$ cat config.mk
export PLATFORM = sky130hd
export DESIGN_NAME = sample_window_counter
export DESIGN_NICKNAME = d
export VERILOG_FILES = /design/src/rtl/sample_window_counter.sv
export SDC_FILE = /design/constraint.sdc
export NUM_CORES = 1
export LEC_CHECK = 0
export BUFFER_PORTS_ARGS = -buffer_cell sky130_fd_sc_hd__buf_2
export CELL_PAD_IN_SITES_DETAIL_PLACEMENT = 1
export CELL_PAD_IN_SITES_GLOBAL_PLACEMENT = 1
export CORE_MARGIN = 3
export CORE_UTILIZATION = 40
export DETAILED_ROUTE_END_ITERATION = 10
export PLACE_DENSITY = 0.8
export SKIP_LAST_GASP = 1
export SYNTH_ARGS = -nofsm -noshare
export SYNTH_HDL_FRONTEND = slang
export SYNTH_SLANG_ARGS = --single-unit
$ cat constraint.sdc
create_clock -name i_clk -period 3.1 [get_ports i_clk]
set_input_delay 0.31 -clock i_clk [delete_from_list [all_inputs] [get_ports i_clk]]
set_output_delay 0.31 -clock i_clk [all_outputs]
set_load 0.005 [all_outputs]
$ cat src/rtl/sample_window_counter.sv
// -----------------------------------------------------------------------------
// sample_window_counter
//
// Counts cnt_up strobes from the sample datapath against a limit that can be
// reloaded at runtime, and flags every completed window with a one-cycle pulse.
// One-shot mode parks in DONE after a window. Continuous mode re-arms itself
// immediately, so a sample arriving on the very next cycle is sample 1 of the
// following window. A saturating count of completed windows, plus a sticky
// overflow flag, is kept for the host/status side.
//
// Parameters
//   CNT_WIDTH      width of the sample count and of the limit register
//   DEFAULT_LIMIT  limit after reset, must lie in 1 .. 2**CNT_WIDTH-1
//   WIN_WIDTH      width of the completed-window counter
//
// Ports
//   i_clk          system clock, all logic on the rising edge
//   i_rst          synchronous reset, active high
//   i_start        arm counting; accepted in IDLE or DONE, ignored in COUNT
//   i_clear        abort the window and return to IDLE; count -> 0
//   i_cnt_up       one sample accepted this cycle
//   i_continuous   1 = auto-restart after a window, 0 = one-shot
//   i_limit_in     new window length
//   i_limit_load   load i_limit_in; honoured in IDLE only, and only if non-zero
//   o_count        samples counted in the current window
//   o_window_done  one-cycle pulse, a window has just completed
//   o_done         level, one-shot window complete (DONE state)
//   o_busy         high in COUNT state
//   o_win_cnt      completed windows since reset, saturating
//   o_win_ovf      sticky, a window completed while o_win_cnt was saturated
//
// Priority within one cycle: i_rst > i_clear > i_start > i_cnt_up.
// Every output comes straight from a register or from decoding the state
// register, so all of them respond on the edge after the causing input.
// -----------------------------------------------------------------------------
module sample_window_counter #(
  parameter int unsigned CNT_WIDTH     = 10,
  parameter int unsigned DEFAULT_LIMIT = 1000,
  parameter int unsigned WIN_WIDTH     = 8
) (
  input  logic                 i_clk,
  input  logic                 i_rst,
  input  logic                 i_start,
  input  logic                 i_clear,
  input  logic                 i_cnt_up,
  input  logic                 i_continuous,
  input  logic [CNT_WIDTH-1:0] i_limit_in,
  input  logic                 i_limit_load,
  output logic [CNT_WIDTH-1:0] o_count,
  output logic                 o_window_done,
  output logic                 o_done,
  output logic                 o_busy,
  output logic [WIN_WIDTH-1:0] o_win_cnt,
  output logic                 o_win_ovf
);

  // ---------------------------------------------------------------------------
  // State encoding
  // ---------------------------------------------------------------------------
  typedef enum logic [1:0] {
    StIdle  = 2'd0,
    StCount = 2'd1,
    StDone  = 2'd2
  } state_e;

  localparam logic [CNT_WIDTH-1:0] LimitRst = CNT_WIDTH'(DEFAULT_LIMIT);
  localparam logic [CNT_WIDTH-1:0] CntOne   = CNT_WIDTH'(1);
  localparam logic [WIN_WIDTH-1:0] WinOne   = WIN_WIDTH'(1);

  // ---------------------------------------------------------------------------
  // Registers and their next-state values
  // ---------------------------------------------------------------------------
  state_e                 r_state;
  state_e                 w_state_d;
  logic [CNT_WIDTH-1:0]   r_count;
  logic [CNT_WIDTH-1:0]   w_count_d;
  logic [CNT_WIDTH-1:0]   r_limit;
  logic [CNT_WIDTH-1:0]   w_limit_d;
  logic                   r_window_done;
  logic                   w_window_done_d;
  logic [WIN_WIDTH-1:0]   r_win_cnt;
  logic [WIN_WIDTH-1:0]   w_win_cnt_d;
  logic                   r_win_ovf;
  logic                   w_win_ovf_d;

  // ---------------------------------------------------------------------------
  // Shared decode
  // ---------------------------------------------------------------------------
  logic                   w_in_idle;
  logic                   w_in_count;
  logic                   w_in_done;
  logic [CNT_WIDTH-1:0]   w_limit_m1;
  logic                   w_at_last;
  logic                   w_window_end;
  logic                   w_arm;
  logic                   w_limit_ok;
  logic                   w_win_sat;

  assign w_in_idle  = (r_state == StIdle);
  assign w_in_count = (r_state == StCount);
  assign w_in_done  = (r_state == StDone);

  // The limit is never zero, so limit-1 cannot underflow.
  assign w_limit_m1 = r_limit - CntOne;
  assign w_at_last  = (r_count == w_limit_m1);

  // The limit-th sample closes the window; clear suppresses it completely.
  assign w_window_end = w_in_count & i_cnt_up & w_at_last & ~i_clear;

  // start is only meaningful outside COUNT, and clear beats it.
  assign w_arm = (w_in_idle | w_in_done) & i_start & ~i_clear;

  // A zero limit would make the window unreachable, so it is refused.
  assign w_limit_ok = i_limit_load & (i_limit_in != '0);

  assign w_win_sat = (r_win_cnt == '1);

  // ---------------------------------------------------------------------------
  // FSM: state register
  // ---------------------------------------------------------------------------
  always_ff @(posedge i_clk) begin
    if (i_rst) begin
      r_state <= StIdle;
    end else begin
      r_state <= w_state_d;
    end
  end

  // ---------------------------------------------------------------------------
  // FSM: next-state logic
  // ---------------------------------------------------------------------------
  always_comb begin
    w_state_d = r_state;
    if (i_clear) begin
      w_state_d = StIdle;
    end else begin
      unique case (r_state)
        StIdle: begin
          if (i_start) begin
            w_state_d = StCount;
          end
        end
        StCount: begin
          // continuous only matters on the edge that closes a window.
          if (w_window_end && !i_continuous) begin
            w_state_d = StDone;
          end
        end
        StDone: begin
          if (i_start) begin
            w_state_d = StCount;
          end
        end
        default: begin
          w_state_d = StIdle;
        end
      endcase
    end
  end

  // ---------------------------------------------------------------------------
  // FSM: outputs
  // ---------------------------------------------------------------------------
  always_comb begin
    o_done        = w_in_done;
    o_busy        = w_in_count;
    o_count       = r_count;
    o_window_done = r_window_done;
    o_win_cnt     = r_win_cnt;
    o_win_ovf     = r_win_ovf;
  end

  // ---------------------------------------------------------------------------
  // Sample count
  // ---------------------------------------------------------------------------
  always_comb begin
    w_count_d = r_count;
    if (i_clear || w_arm) begin
      w_count_d = '0;
    end else if (w_in_count && i_cnt_up) begin
      // Window end folds back to zero instead of reaching the limit, so the
      // count stays within 0 .. limit-1 and never wraps through the top.
      w_count_d = w_at_last ? '0 : (r_count + CntOne);
    end
  end

  always_ff @(posedge i_clk) begin
    if (i_rst) begin
      r_count <= '0;
    end else begin
      r_count <= w_count_d;
    end
  end

  // ---------------------------------------------------------------------------
  // Limit register
  // ---------------------------------------------------------------------------
  // Loads only while IDLE, so the limit can never move under a running window
  // and the count-below-limit invariant holds. The load is independent of a
  // start or clear in the same cycle; a start alongside it uses the new value.
  always_comb begin
    w_limit_d = r_limit;
    if (w_in_idle && w_limit_ok) begin
      w_limit_d = i_limit_in;
    end
  end

  always_ff @(posedge i_clk) begin
    if (i_rst) begin
      r_limit <= LimitRst;
    end else begin
      r_limit <= w_limit_d;
    end
  end

  // ---------------------------------------------------------------------------
  // Window-complete pulse and window statistics
  // ---------------------------------------------------------------------------
  always_comb begin
    w_window_done_d = w_window_end;
    w_win_cnt_d     = r_win_cnt;
    w_win_ovf_d     = r_win_ovf;
    if (w_window_end) begin
      if (w_win_sat) begin
        w_win_ovf_d = 1'b1;
      end else begin
        w_win_cnt_d = r_win_cnt + WinOne;
      end
    end
  end

  always_ff @(posedge i_clk) begin
    if (i_rst) begin
      r_window_done <= 1'b0;
      r_win_cnt     <= '0;
      r_win_ovf     <= 1'b0;
    end else begin
      r_window_done <= w_window_done_d;
      r_win_cnt     <= w_win_cnt_d;
      r_win_ovf     <= w_win_ovf_d;
    end
  end

endmodule

# == Word-level counts from Yosys, hierarchy flattened ==
# Index checks and enable logic that the tools add are counted.
# W data, S select, Z words.
# totals
ff_bits,32
in_bits,17
out_inout_bits,22
word_cells,41
# op_classes
addsub,3
eq_ne,6
mux,4
bitwise,9
reduce_logical,13
# ops
op,n
$add A10 B1 Y10 const B,1
$eq A10 B10 Y1,1
$mux W10,1
$reduce_bool A10 Y1,1
$sub A10 B1 Y10 const B,1
$add A8 B1 Y8 const B,1
$eq A8 B8 Y1 const B,1
$and A1 B1 Y1,6
$reduce_and A2 Y1,3
$reduce_or A2 Y1,3
$mux W2,2
$ne A2 B1 Y1 const B,2
$pmux W2 S2,1
$logic_and A1 B1 Y1,3
$eq A2 B1 Y1 const B,1
$eq A2 B2 Y1 const B,1
$logic_not A2 Y1,1
$not A1 Y1,2
$logic_not A1 Y1,1
$logic_or A1 B1 Y1,1
$or A1 B1 Y1,1

# == Logic depth before layout (Yosys ltp) ==
# depth
word_depth,7
mapped_depth,11
mapped_depth_nobuf,9

# == Least setup slack after synthesis ==
# OpenSTA, ideal clock, no wires.
# synth_timing
path_kind,reg2reg
start,register r_limit[0]
end,"register r_win_cnt[5], in the netlist o_win_cnt[5]"
setup_time_ns,0.071
t_arrival_ns,2.635
required_ns,3.029
slack_ns,0.394
path_stages_with_launch,12
n_path_buf,2
synth_period_minus_slack_ns,2.706
path_cell_list,dfxtp_1 > buf_2 > inv_1 > ha_1 > nor2b_2 > or3b_1 > mux2i_1 > a2111oi_4 > nand4b_2 > buf_6 > or3_1 > a21oi_1
# synth_between
elab_chain_len,5
# synth_lines
element,line_no,rtl
start: declaration,77,logic [CNT_WIDTH-1:0] r_limit;
start signal: assignment,210,r_limit <= LimitRst;
start signal: assignment,212,r_limit <= w_limit_d;
$sub A10 B1 Y10,104,assign w_limit_m1 = r_limit - CntOne;
$eq A10 B10 Y1,105,assign w_at_last = (r_count == w_limit_m1);
$and A1 B1 Y1 (2 in series),108,assign w_window_end = w_in_count & i_cnt_up & w_at_last & ~i_clear;
$reduce_and A2 Y1 (no line),--,
end signal: assignment,239,r_win_cnt <= w_win_cnt_d;
end: declaration,81,logic [WIN_WIDTH-1:0] r_win_cnt;
# Every way passes these cells.
# A chain may end at the register's enable or synchronous reset.

# == Final worst setup path ==
# layout_timing
start,register r_limit[1]
end,"register r_win_cnt[6], in the netlist o_win_cnt[6]"
# Same word-level chain as after synthesis.

==> impl_metrics.py <==
metrics = {
    "outcome": {
        "run_status": "finished clean",
    },
    "drt": {
        "first_iter_violations": 59,
        "post-route-drc-count": 0,
        "viasPerCell": 5.32,
        "via_count": 1585,
        "drt_wl_total_um": 4540,
        "wl_per_cell_um": 15.2,
        "ant_nets": 0,
        "firstDrtPassIters": 4,
    },
    "global_route": {
        "antenna_found_initial": 0,
        "grt_use_met1_pct": 25.7,
        "use_met2_pct": 30.2,
        "grt_pass1_vias": 1588,
        "use_met3_pct": 4.71,
        "top_usage_layer": "met2",
        "grt_usage_pct": 19.3,
        "grt_pass1_wl_um": 7860,
        "grt_max_degree": 16,
        "overflow": 0,
    },
    "die": {
        "rows": 23,
        "die_area_um2": 5240,
        "core-area_um2": 4120,
        "start_util_pct": 42.9,
        "die_h_um": 72.4,
        "fp.dieW_um": 72.4,
        "ios": 39,
    },
    "final_layout": {
        "post-route-util_pct": 51.7,
        "final_common_cell": "buf_2",
        "drive_above_1_share_pct": 23.0,
        "layout_common_cells": "buf_2, dfxtp_1, nor2_1",
        "n_fill_cell": 507,
        "fin_cells": 298,
        "diodes": 0,
        "synthToLayoutAreaGrowth_pct": 20.6,
        "nets": 267,
    },
    "place": {
        "place_congestion": 0.771,
        "dp_hpwl_um": 3440,
        "dp_slack_ns": 0.140,
        "portBuffers": 38,
        "dpl.cell_count": 290,
    },
    "sta": {
        "fin_ws_ns": 0.203,
        "fmax_ghz": 0.345,
        "finalCritPeriodShare_pct": 93.5,
        "rsz0062_at_grt": "false",
        "worstMarginPinSlew_ns": 0.567,
        "drv_slew": 0,
        "max-slew-margin-rel_pct": 62.1,
        "finalSetupViolations": 0,
        "fin_tns_setup_ns": 0,
        "hold_viol": 0,
        "fin_skew_ns": 0.00777,
        "fin_crit_ns": 2.90,
    },
    "worst_setup_path": {
        "startpoint_type": "flip-flop",
        "criticalPathCategory": "flip-flop to flip-flop",
        "end_kind": "flip-flop",
        "required_ns": 3.28,
        "path_max_fanout": 8,
        "critPathArrivalTime_ns": 3.08,
    },
    "clocking": {
        "cts.reportedPaths.clkPinSlew_ns": 0.07,
        "worstSkewPairLatency_ns": 0.28,
        "htreeDepth": 2,
        "tritoncts": "built",
        "post_cts_buffers": 0,
        "cts-root-buf": "clkbuf_8",
        "cts_sinks": 32,
        "numCtsBuffers": 5,
        "clk_path_buf_depth": 2,
    },
    "run": {
        "timing.max_cap.violations": 0,
    },
    "min_path": {
        "hold_path.class": "input port to flip-flop",
    },
    "synth": {
        "ys.flop_type": "dfxtp_1",
        "synth_area_um2": 1760,
        "synth_edf_count": 0,
        "yosysUniqueCellTypes": 51,
        "syn_inst": 204,
        "synth_seq_cells": 32,
        "async_flop_share_pct": 0,
        "avgSynthCellArea_um2": 8.65,
        "syn_nets": 224,
        "yosysWarningCount": 0,
        "yosysSeqAreaShare_pct": 36.3,
    },
    "power_and_ir_drop": {
        "cellLeakagePower_nw": 0.887,
        "powerDensity_nw_per_um2": 437,
        "vdd_drop_max_mv": 0.257,
    },
}
cell type report:
cell class / count / area (um^2) / area share [%]
clock buffer: 6 / 72.6 / 3.41
clock inverter: 2 / 35.0 / 1.65
inverter: 7 / 26.3 / 1.24
multi-input combinational: 160 / 1080 / 50.6
sequential: 32 / 641 / 30.1
tap: 50 / 62.6 / 2.94
timing repair buffer: 41 / 213 / 10.0
report_power, final:
part	switching [mW]	leakage [nW]	internal (mW)	total, mW
clock	0.158	0.0552	0.238	0.397
combinational	0.0555	0.572	0.0460	0.102
sequential	0.0121	0.260	0.420	0.432
kinds of logic (layout without fill, tap and decap cells):
kind of cell	Yosys count	in the layout	synth area share, %
flops	32	32	36.3
xor+xnor	20	20	9.93
buf+inv	12	56	3.12
compound gates	35	35	14.0
simple gates	92	92	28.9
fa+ha+maj	3	3	2.13
mux	10	10	5.67
repair_timing:
item | 4_1_cts | 5_1_grt
gates resized for setup | 0 | 1
hold endpoints to repair | 0 | 0
hold buffers | 0 | 0
endpoints found under the setup margin | 0 | 5
cell usage after synthesis, types with 2 or more instances:
library cell  instances  share of area [%]
a21oi_1               9                2.6
a31oi_1               2               0.71
and2_1                2               0.71
and3_1                6                2.1
buf_2                 2               0.57
clkbuf_1              2               0.43
dfxtp_1              32                 36
ha_1                  3                2.1
inv_1                 7                1.5
mux2i_1              10                5.7
nand2_1              17                3.6
nand3_1              10                2.8
nand4b_1              2               0.99
nor2_1               25                5.3
nor2b_1               2               0.71
nor3_1                3               0.85
o21ai_0               7                2.0
o21ai_1               3               0.85
o21bai_1              2               0.85
or3_1                 8                2.8
or4_1                 2               0.85
xnor2_1              12                6.0
xor2_1                8                4.0
per-stage QoR:
step	area (um^2)	total power, mW	hold slack, ns
finish	2130	0.930	0.244
global route	2130	0.980	0.247
global placement	2010	0.540	0.467
floorplan	1760	0.509	0.379
detailed placement	2010	0.543	0.487
CTS	2120	0.942	0.238
layer usage:
metal / part of all wire, % / vias to the layer above / routed length (um)
met1: 47 / 739 / 2150
li1: - / 814 / -
met2: 47 / 25 / 2150
met3: 3.6 / 7 / 163
met4: 1.4 / 0 / 65
met5: 0 / - / 0
flip-flops by register name (all words and copies together) (netlist names):
register and cells:
o_count 10, r_limit 10, o_win_cnt 8, r_state 2, o_win_ovf 1, o_window_done 1
critical path: stages, from the launching register on:
cell	delay, ns
dfxtp_1	0.37
inv_1	0.07
ha_1	0.24
nor2b_2	0.29
or3b_1	0.39
mux2i_1	0.16
a2111oi_4	0.48
nand3_2	0.25
o311a_1	0.39
a21o_1	0.15
worst paths after layout:
check | startpoint | endpoint | slack [ns] | cells past startpoint
max | r_limit[1] | o_win_cnt[6] | 0.20 | 9
min | i_clear | o_window_done | 0.24 | 2
max reg2reg | r_limit[1] | o_win_cnt[6] | 0.20 | 9
min reg2reg | o_win_ovf | o_win_ovf | 0.51 | 1
Power figures use the tool's default switching activity.
